`src/rtl/rca_word_sequencer.sv`:
```
// rtl/rca_word_sequencer.sv - multi-precision adder sequenced through one SIZE-bit ripple-carry chain
// Optional feature macro: RCA_SEQ_SUB_EN (adds op port; op=1 computes A - B)

// Plain SIZE-bit ripple-carry chain; the sequencer feeds it one chunk per clock.
module rca_chain #(
  parameter int SIZE = 8
) (
  input  logic [SIZE-1:0] x,
  input  logic [SIZE-1:0] y,
  input  logic            ci,
  output logic [SIZE-1:0] s,
  output logic            co
);

  logic [SIZE:0] c;

  assign c[0] = ci;

  genvar i;
  generate
    for (i = 0; i < SIZE; i++) begin : g_fa
      assign s[i]   = x[i] ^ y[i] ^ c[i];
      assign c[i+1] = (x[i] & y[i]) | (c[i] & (x[i] ^ y[i]));
    end
  endgenerate

  assign co = c[SIZE];

endmodule

module rca_word_sequencer #(
  parameter int SIZE  = 8,
  parameter int WORDS = 4,
  parameter int W     = SIZE * WORDS
) (
  input  logic         clk,
  input  logic         rst_n,
  input  logic         start,
  input  logic [W-1:0] a,
  input  logic [W-1:0] b,
  input  logic         cin,
`ifdef RCA_SEQ_SUB_EN
  input  logic         op,
`endif
  output logic         busy,
  output logic         done,
  output logic [W-1:0] result,
  output logic         cout
);

  // Counter holds 0..WORDS-1 but never collapses below one bit.
  localparam int KW = (WORDS > 1) ? $clog2(WORDS) : 1;

  typedef enum logic [1:0] {
    S_IDLE = 2'd0,
    S_RUN  = 2'd1,
    S_DONE = 2'd2
  } state_t;

  state_t        state_q;
  state_t        state_d;
  logic [KW-1:0] k_q;
  logic [W-1:0]  a_q;
  logic [W-1:0]  b_q;
  logic          carry_q;
  logic [W-1:0]  result_q;
  logic          cout_q;

  logic          accept;
  logic          last_chunk;
  logic [SIZE-1:0] chunk_a;
  logic [SIZE-1:0] chunk_b;
  logic [SIZE-1:0] chunk_sum;
  logic            chunk_co;

  // Operand chunk k feeds the shared narrow chain.
  assign chunk_a = a_q[k_q*SIZE +: SIZE];
  assign chunk_b = b_q[k_q*SIZE +: SIZE];

  rca_chain #(.SIZE(SIZE)) u_chain (
    .x  (chunk_a),
    .y  (chunk_b),
    .ci (carry_q),
    .s  (chunk_sum),
    .co (chunk_co)
  );

  // State register.
  always_ff @(posedge clk or negedge rst_n) begin
    if (!rst_n) begin
      state_q <= S_IDLE;
    end else begin
      state_q <= state_d;
    end
  end

  // Next-state decode; a start in DONE restarts immediately for back-to-back use.
  always_comb begin
    state_d    = state_q;
    accept     = 1'b0;
    last_chunk = 1'b0;
    case (state_q)
      S_IDLE: begin
        if (start) begin
          accept  = 1'b1;
          state_d = S_RUN;
        end
      end
      S_RUN: begin
        if (k_q == KW'(WORDS - 1)) begin
          last_chunk = 1'b1;
          state_d    = S_DONE;
        end
      end
      S_DONE: begin
        if (start) begin
          accept  = 1'b1;
          state_d = S_RUN;
        end else begin
          state_d = S_IDLE;
        end
      end
      default: state_d = S_IDLE;
    endcase
  end

  // Operand capture on accept, then one chunk per RUN cycle with the carry held between chunks.
  always_ff @(posedge clk or negedge rst_n) begin
    if (!rst_n) begin
      k_q      <= '0;
      a_q      <= '0;
      b_q      <= '0;
      carry_q  <= 1'b0;
      result_q <= '0;
      cout_q   <= 1'b0;
    end else if (accept) begin
      k_q      <= '0;
      a_q      <= a;
      result_q <= '0;
`ifdef RCA_SEQ_SUB_EN
      // Subtract as A + ~B + 1; the caller's cin is irrelevant in that mode.
      b_q      <= op ? ~b : b;
      carry_q  <= op ? 1'b1 : cin;
`else
      b_q      <= b;
      carry_q  <= cin;
`endif
    end else if (state_q == S_RUN) begin
      result_q[k_q*SIZE +: SIZE] <= chunk_sum;
      carry_q                    <= chunk_co;
      if (last_chunk) begin
        cout_q <= chunk_co;
        k_q    <= '0;
      end else begin
        k_q    <= k_q + 1'b1;
      end
    end
  end

  // Outputs come straight from registers; nothing combinational from the inputs.
  assign busy   = (state_q == S_RUN);
  assign done   = (state_q == S_DONE);
  assign result = result_q;
  assign cout   = cout_q;

endmodule

```
`config.mk`:
```
export PLATFORM = sky130hd
export DESIGN_NAME = rca_word_sequencer
export DESIGN_NICKNAME = d
export VERILOG_FILES = /design/src/rtl/rca_word_sequencer.sv
export SDC_FILE = /design/constraint.sdc
export NUM_CORES = 1
export LEC_CHECK = 0
export ABC_CLOCK_PERIOD_IN_PS = 6300
export BUFFER_PORTS_ARGS = -buffer_cell sky130_fd_sc_hd__buf_4
export CAP_MARGIN = 20
export CORE_ASPECT_RATIO = 0.9
export CORE_MARGIN = 10
export CORE_UTILIZATION = 56
export CTS_BUF_LIST = sky130_fd_sc_hd__clkbuf_8
export CTS_CLUSTER_SIZE = 14
export DETAILED_ROUTE_END_ITERATION = 10
export HOLD_SLACK_MARGIN = 0.15
export PLACE_DENSITY = 0.83
export SKIP_CTS_REPAIR_TIMING = 1
export SKIP_LAST_GASP = 1
export SLEW_MARGIN = 20
export SYNTH_ARGS = -nofsm -noshare
export SYNTH_HDL_FRONTEND = slang
export SYNTH_SLANG_ARGS = --single-unit
```
`constraint.sdc`:
```
create_clock -name clk -period 6.3 [get_ports clk]
set_clock_uncertainty 0.2 [all_clocks]
set_input_delay 1.89 -clock clk [delete_from_list [all_inputs] [get_ports clk]]
set_output_delay 1.89 -clock clk [all_outputs]
set_load 0.005 [all_outputs]
```
==> flow_summary.json, run 1 <==
{
  "yosysWarnings": 0,
  "clock_sinks": 102,
  "dp_slack_ns": 1.372,
  "die_area_sq_um": 12330,
  "ys.flop_type": "dfrtp_1",
  "ir_drop_mv": 0.2327,
  "clock_path_buffers": 2,
  "required_ns": 6.36,
  "dp_hpwl_mm": 8.125,
  "path_cells": "mux4_2 -> inv_1 -> fa_1 -> fa_1 -> fa_1 -> fa_1 -> fa_1 -> inv_1 -> fa_1 -> inv_1 -> fa_1 -> inv_1 -> fa_1 -> a22o_1",
  "max_slew_margin_pct": 48.55,
  "r2r_end": "result[23]",
  "synthArstFlopShare_pct": 100.0,
  "initial_core_util_pct": 57.49,
  "yosys_register_bits": 102,
  "intPower_mw": 1.766,
  "syn_inst": 448,
  "crit_fanout": 15,
  "vias": 3438,
  "path_class": "reg2reg",
  "hold_depth": 2,
  "seqPwrFrac_pct": 37.6,
  "cts_tree": "built",
  "yosysSeqAreaShare_pct": 55.03,
  "io_buffers": 102,
  "synth_area_leaders": "dfrtp_1 55%, nand2_1 16%, mux4_2 7.8%",
  "instances_no_fill": 644,
  "power_density_nw_per_um2": 516.7,
  "crit_family": "adder cells",
  "cts_max_level": 3,
  "final_max_slew_viol_count": 0,
  "worstPathArrival_ns": 4.94,
  "drcViolationCount": 0,
  "routabilityCongestion": 0.7804,
  "path_buf_inv": 4,
  "final_common_cell": "nand2_1",
  "ios": 103,
  "final_hold_viol_count": 0,
  "grt_overflow_total": 0,
  "timing.fmax_mhz": 204.8,
  "cp-start-kind": "flip-flop",
  "num_antenna_cells": 0,
  "grt_usage_pct": 17.45,
  "rsz0062_at_grt": "no",
  "period_share_pct": 77.49,
  "synth_cell_types": 30,
  "wl_per_cell_um": 16.67,
  "cts.clk_slew.worst_paths_ns": 0.09,
  "p_sw_mw": 1.155,
  "slowest_stage": "dfrtp_1",
  "die_h_um": 106.3,
  "synth_top_area_share_pct": 55.03,
  "p_leak_nw": 2.915,
  "reg2reg_slack_ns": 1.42,
  "min_from": "a_q[17]",
  "postRouteAntennaNets": 0,
  "total_power_mw": 2.922,
  "rr_worst_depth": 14,
  "tns_ns": 0,
  "crit_top_cell": "fa_1",
  "layout-drive-gt1-share_pct": 26.79,
  "wl_mm": 10.74,
  "yosys.area.top_type": "dfrtp_1",
  "die-width_um": 115.9,
  "worst_slew_pin_slew_ns": 0.7717,
  "cts-root-buf": "clkbuf_8",
  "syn_to_final_growth_pct": 21.90,
  "endpoint_kind": "flip-flop",
  "grt_pass1_vias": 3594,
  "fillCellCount": 601,
  "routed_via_density": 5.339,
  "grt_max_degree": 57,
  "worst_slack_ns": 1.418,
  "numCtsBuffers": 9,
  "hold_class": "reg2reg",
  "status": "finished clean",
  "max_stage_delay_ns": 0.80,
  "syn_nets": 530,
  "syn_area_sq_um": 4638,
  "antenna_found_initial": 0,
  "drv_cap": 0,
  "grt_pass1_wl_mm": 17.25,
  "final_cell_mix": "197 x nand2_1, 107 x buf_4, 102 x dfrtp_1, 18 x inv_1, 18 x nand3_1",
  "clkLatencyLatePin_ns": 0.37,
  "clock_power_share_pct": 15.5,
  "final_nets": 623,
  "p_sw_share_pct": 39.55,
  "dr.pass1.iters": 5,
  "rr_startpoint": "k_q[0]",
  "setup_viol": 0,
  "core-area_sq_um": 8068,
  "min_period_ns": 4.882,
  "synth.avg_cell_area_sq_um": 10.35,
  "core.rowCount": 31,
  "drtIter0Drc": 247,
  "synth-edff-count": 0,
  "dp.cells": 629,
  "holdPathEnd": "a_q[17]",
  "p_comb_share_pct": 46.9
}
[worst max-delay path by stage]
stage,startpoint,to,cells past startpoint
final,k_q[0],result[23],14
after global routing,k_q[0],result[7],14
after CTS,k_q[0],result[23],14
after detailed placement,k_q[0],result[23],14
after global placement,k_q[0],result[7],14
after floorplan,k_q[1],result[23],16
[cells in the mapped netlist, types with 2 or more instances]
cell type  count
ha_1           6
nand3b_1       3
o2bb2ai_1     12
buf_2         15
nand4b_1       2
nor2b_1        3
and4b_1        2
inv_1         18
buf_4          8
nand2_1      197
nand2b_1       2
a21oi_1        2
a22o_1         4
nand3_1       18
o31ai_1       12
fa_1           8
a21oi_2        2
dfrtp_1      102
o21ai_0        5
clkbuf_1       2
mux4_2        16
[per-layer routing]
layer  global-route usage (%)  up-vias  part of all wire (%)  wire [um]
li1                         -     1655                     -          -
met1                    23.11     1647                    45       4785
met2                    27.04      125                    46       4983
met3                    4.609       11                   8.1        873
met4                    6.339        0                  0.88         95
met5                        0        -                     0          0
[power by group through the flow]
stage          sequential (mW)  clock, mW  combinational [mW]
2_1_floorplan             1.05          0               0.974
3_3_place_gp              1.10          0                1.33
3_5_place_dp              1.11          0                1.38
4_1_cts                   1.10      0.458                1.38
5_1_grt                   1.13      0.486                1.53
6_report                  1.10      0.453                1.37
[area by class of cell]
type	instances	area [sq um]	share of cell area (%)
Sequential cell	102	2552	45.14
Multi-Input combinational cell	302	1882	33.28
Timing Repair Buffer	107	803.3	14.21
Clock buffer	10	137.6	2.434
Tap cell	99	123.9	2.191
Clock inverter	5	83.83	1.483
Inverter	19	71.32	1.261
[logic make-up (layout without fill, tap and decap cells)]
family | after synthesis | in the layout | synth area share [%]
AOI/OAI and AO/OA | 39 | 39 | 6.366
adders and majority gates | 14 | 14 | 5.071
buffers and inverters | 44 | 141 | 4.613
DFF | 102 | 102 | 55.03
muxes | 17 | 17 | 8.012
and+or+nand+nor | 232 | 232 | 20.91
[worst reg2reg max path: stages, from the launching register on]
cell and delay [ns]:
dfrtp_1 0.80, mux4_2 0.35, inv_1 0.06, fa_1 0.40, fa_1 0.40, fa_1 0.41, fa_1 0.39, fa_1 0.37
inv_1 0.07, fa_1 0.15, inv_1 0.05, fa_1 0.35, inv_1 0.07, fa_1 0.47, a22o_1 0.24
[sequential cells by signal, indices dropped and copies added (netlist names)]
register  flops
a_q          32
b_q          32
carry_q       1
cout          1
k_q           2
result       32
state_q       2
[through the flow]
stage,hold slack [ns],cell area [sq um],utilization [%]
after floorplan,0.2403,4638,-
after global placement,0.2530,5433,67.34
after detailed placement,0.2588,5433,67.34
after CTS,0.2820,5654,70.08
after global routing,0.3038,5654,70.08
final,0.2836,5654,70.08
Note: power is estimated with default switching activity, not from simulation.
==> run 2: changes to the inputs <==
--- a/config.mk
+++ b/config.mk
@@ -5,7 +5,7 @@
 export SDC_FILE = /design/constraint.sdc
 export NUM_CORES = 1
 export LEC_CHECK = 0
-export ABC_CLOCK_PERIOD_IN_PS = 6300
+export ABC_CLOCK_PERIOD_IN_PS = 4550
 export BUFFER_PORTS_ARGS = -buffer_cell sky130_fd_sc_hd__buf_4
 export CAP_MARGIN = 20
 export CORE_ASPECT_RATIO = 0.9
==> constraint.sdc (replaced) <==
create_clock -name clk -period 4.55 [get_ports clk]
set_clock_uncertainty 0.2 [all_clocks]
set_input_delay 1.365 -clock clk [delete_from_list [all_inputs] [get_ports clk]]
set_output_delay 1.365 -clock clk [all_outputs]
set_load 0.005 [all_outputs]
==> run 2 against run 1 <==
Fmax up 11%. Core utilization rose by 0.50 points. Power is 41% higher. Clock-buffer cell count shrank 1. Sequential share of layout area fell by 0.30 points. Sequential power grew 38%. Die area unchanged. Worst setup slack worse by 1.3 ns. Clock power is 36% higher.
==> flow_summary.json, run 2 (same netlist as run 1, synthesis figures left out) <==
{
  "cts-root-buf": "clkbuf_8",
  "power_density_nw_per_um2": 725.3,
  "path_buf_inv": 6,
  "setup_viol": 0,
  "hold_class": "reg2reg",
  "routed_via_density": 5.455,
  "slowest_stage": "fa_2",
  "routabilityCongestion": 0.8809,
  "numCtsBuffers": 9,
  "status": "finished clean",
  "drtIter0Drc": 243,
  "final_cell_mix": "197 x nand2_1, 111 x buf_4, 101 x dfrtp_1, 20 x inv_1, 18 x nand3_1",
  "grt_usage_pct": 18.24,
  "total_power_mw": 4.130,
  "timing.fmax_mhz": 227.2,
  "vias": 3540,
  "grt_max_degree": 74,
  "drcViolationCount": 0,
  "core.rowCount": 31,
  "worstPathArrival_ns": 4.44,
  "worst_slew_pin_slew_ns": 0.9640,
  "required_ns": 4.59,
  "endpoint_kind": "flip-flop",
  "max_stage_delay_ns": 0.48,
  "grt_overflow_total": 0,
  "postRouteAntennaNets": 0,
  "wl_mm": 11.31,
  "dr.pass1.iters": 5,
  "die_area_sq_um": 12330,
  "path_cells": "buf_4 -> buf_4 -> mux4_2 -> inv_1 -> fa_2 -> fa_2 -> fa_2 -> fa_1 -> inv_1 -> fa_1 -> inv_1 -> fa_1 -> inv_1 -> fa_2 -> a22o_1",
  "final_core_util_pct": 70.58,
  "final_common_cell": "nand2_1",
  "syn_to_final_growth_pct": 22.77,
  "ir_drop_mv": 0.2997,
  "die_h_um": 106.3,
  "core-area_sq_um": 8068,
  "crit_fanout": 5,
  "ios": 103,
  "crit_family": "adder cells",
  "drv_cap": 0,
  "dp.cells": 632,
  "cp-start-kind": "flip-flop",
  "final_max_slew_viol_count": 0,
  "path_class": "reg2reg",
  "die-width_um": 115.9,
  "final_nets": 627,
  "grt_pass1_wl_mm": 18.15,
  "clkLatencyLatePin_ns": 0.36,
  "min_period_ns": 4.402,
  "dpl-instance-area_sq_um": 5455,
  "initial_core_util_pct": 57.49,
  "final_hold_viol_count": 0,
  "grt_pass1_vias": 3758,
  "cts.clk_slew.worst_paths_ns": 0.10,
  "cts_max_level": 3,
  "dp_hpwl_mm": 8.315,
  "tns_ns": 0,
  "antenna_found_initial": 0,
  "instances_no_fill": 649,
  "layout-drive-gt1-share_pct": 28.18,
  "max_slew_margin_pct": 35.60,
  "finalInstanceArea_sq_um": 5694,
  "wl_per_cell_um": 17.43,
  "p_leak_nw": 2.945,
  "clock_sinks": 102,
  "cts_tree": "built",
  "clock_path_buffers": 2,
  "num_antenna_cells": 0,
  "period_share_pct": 96.75,
  "io_buffers": 102
}
-- run 2: cell count changes in the layout (fill, tap and decap cells not counted), moves of 2 or more --
cell,before,now
fa_1,8,3
fa_2,0,5
buf_4,107,111
inv_1,18,20
-- run 2: layer usage --
metal | vias up | GRT usage, % | share of wire [%]
met5 | - | 0 | 0
met4 | 0 | 4.464 | 1.7
met3 | 17 | 5.565 | 7.4
met2 | 137 | 29.23 | 47
met1 | 1719 | 23.73 | 44
li1 | 1667 | - | -
-- run 2: area by class of cell --
type / count / area, sq um
multi-input cells: 302 / 1899
well taps: 99 / 123.9
clock buffers: 9 / 123.9
fillers: 584 / 2374
inverters: 19 / 71.32
flip-flops and latches: 102 / 2554
repair buffers: 111 / 833.3
clock inverters: 7 / 88.84
-- run 2: per-stage QoR --
stage	hold slack (ns)	setup WS, ns
floorplan	0.2403	0.02765
global placement	0.2543	0.09602
detailed placement	0.2583	0.003631
CTS	0.2819	-0.01820
global route	0.3072	-0.005234
finish	0.2794	0.1479
-- run 2: final timing paths --
| check | from | endpoint | slack (ns) | cells past startpoint |
|---|---|---|---|---|
| min in group asynchronous | rst_n | result[21] | 0.92 | 1 |
| setup / recovery | k_q[0] | result[23] | 0.15 | 15 |
| max in group asynchronous | rst_n | result[22] | 2.32 | 2 |
| setup reg to reg | k_q[0] | result[23] | 0.15 | 15 |
| hold / removal | a_q[23] | a_q[23] | 0.28 | 2 |
| hold reg to reg | a_q[23] | a_q[23] | 0.28 | 2 |
-- run 2: where the power goes --
group | internal [mW] | total (mW) | switching [mW]
clock network | 0.307 | 0.616 | 0.309
logic | 0.896 | 2.00 | 1.10
registers | 1.28 | 1.52 | 0.233
-- run 2: tightest hold or removal path: stages (launching register included) --
cell and delay, ns:
dfrtp_1 0.35, nand2_1 0.05, nand2_1 0.06
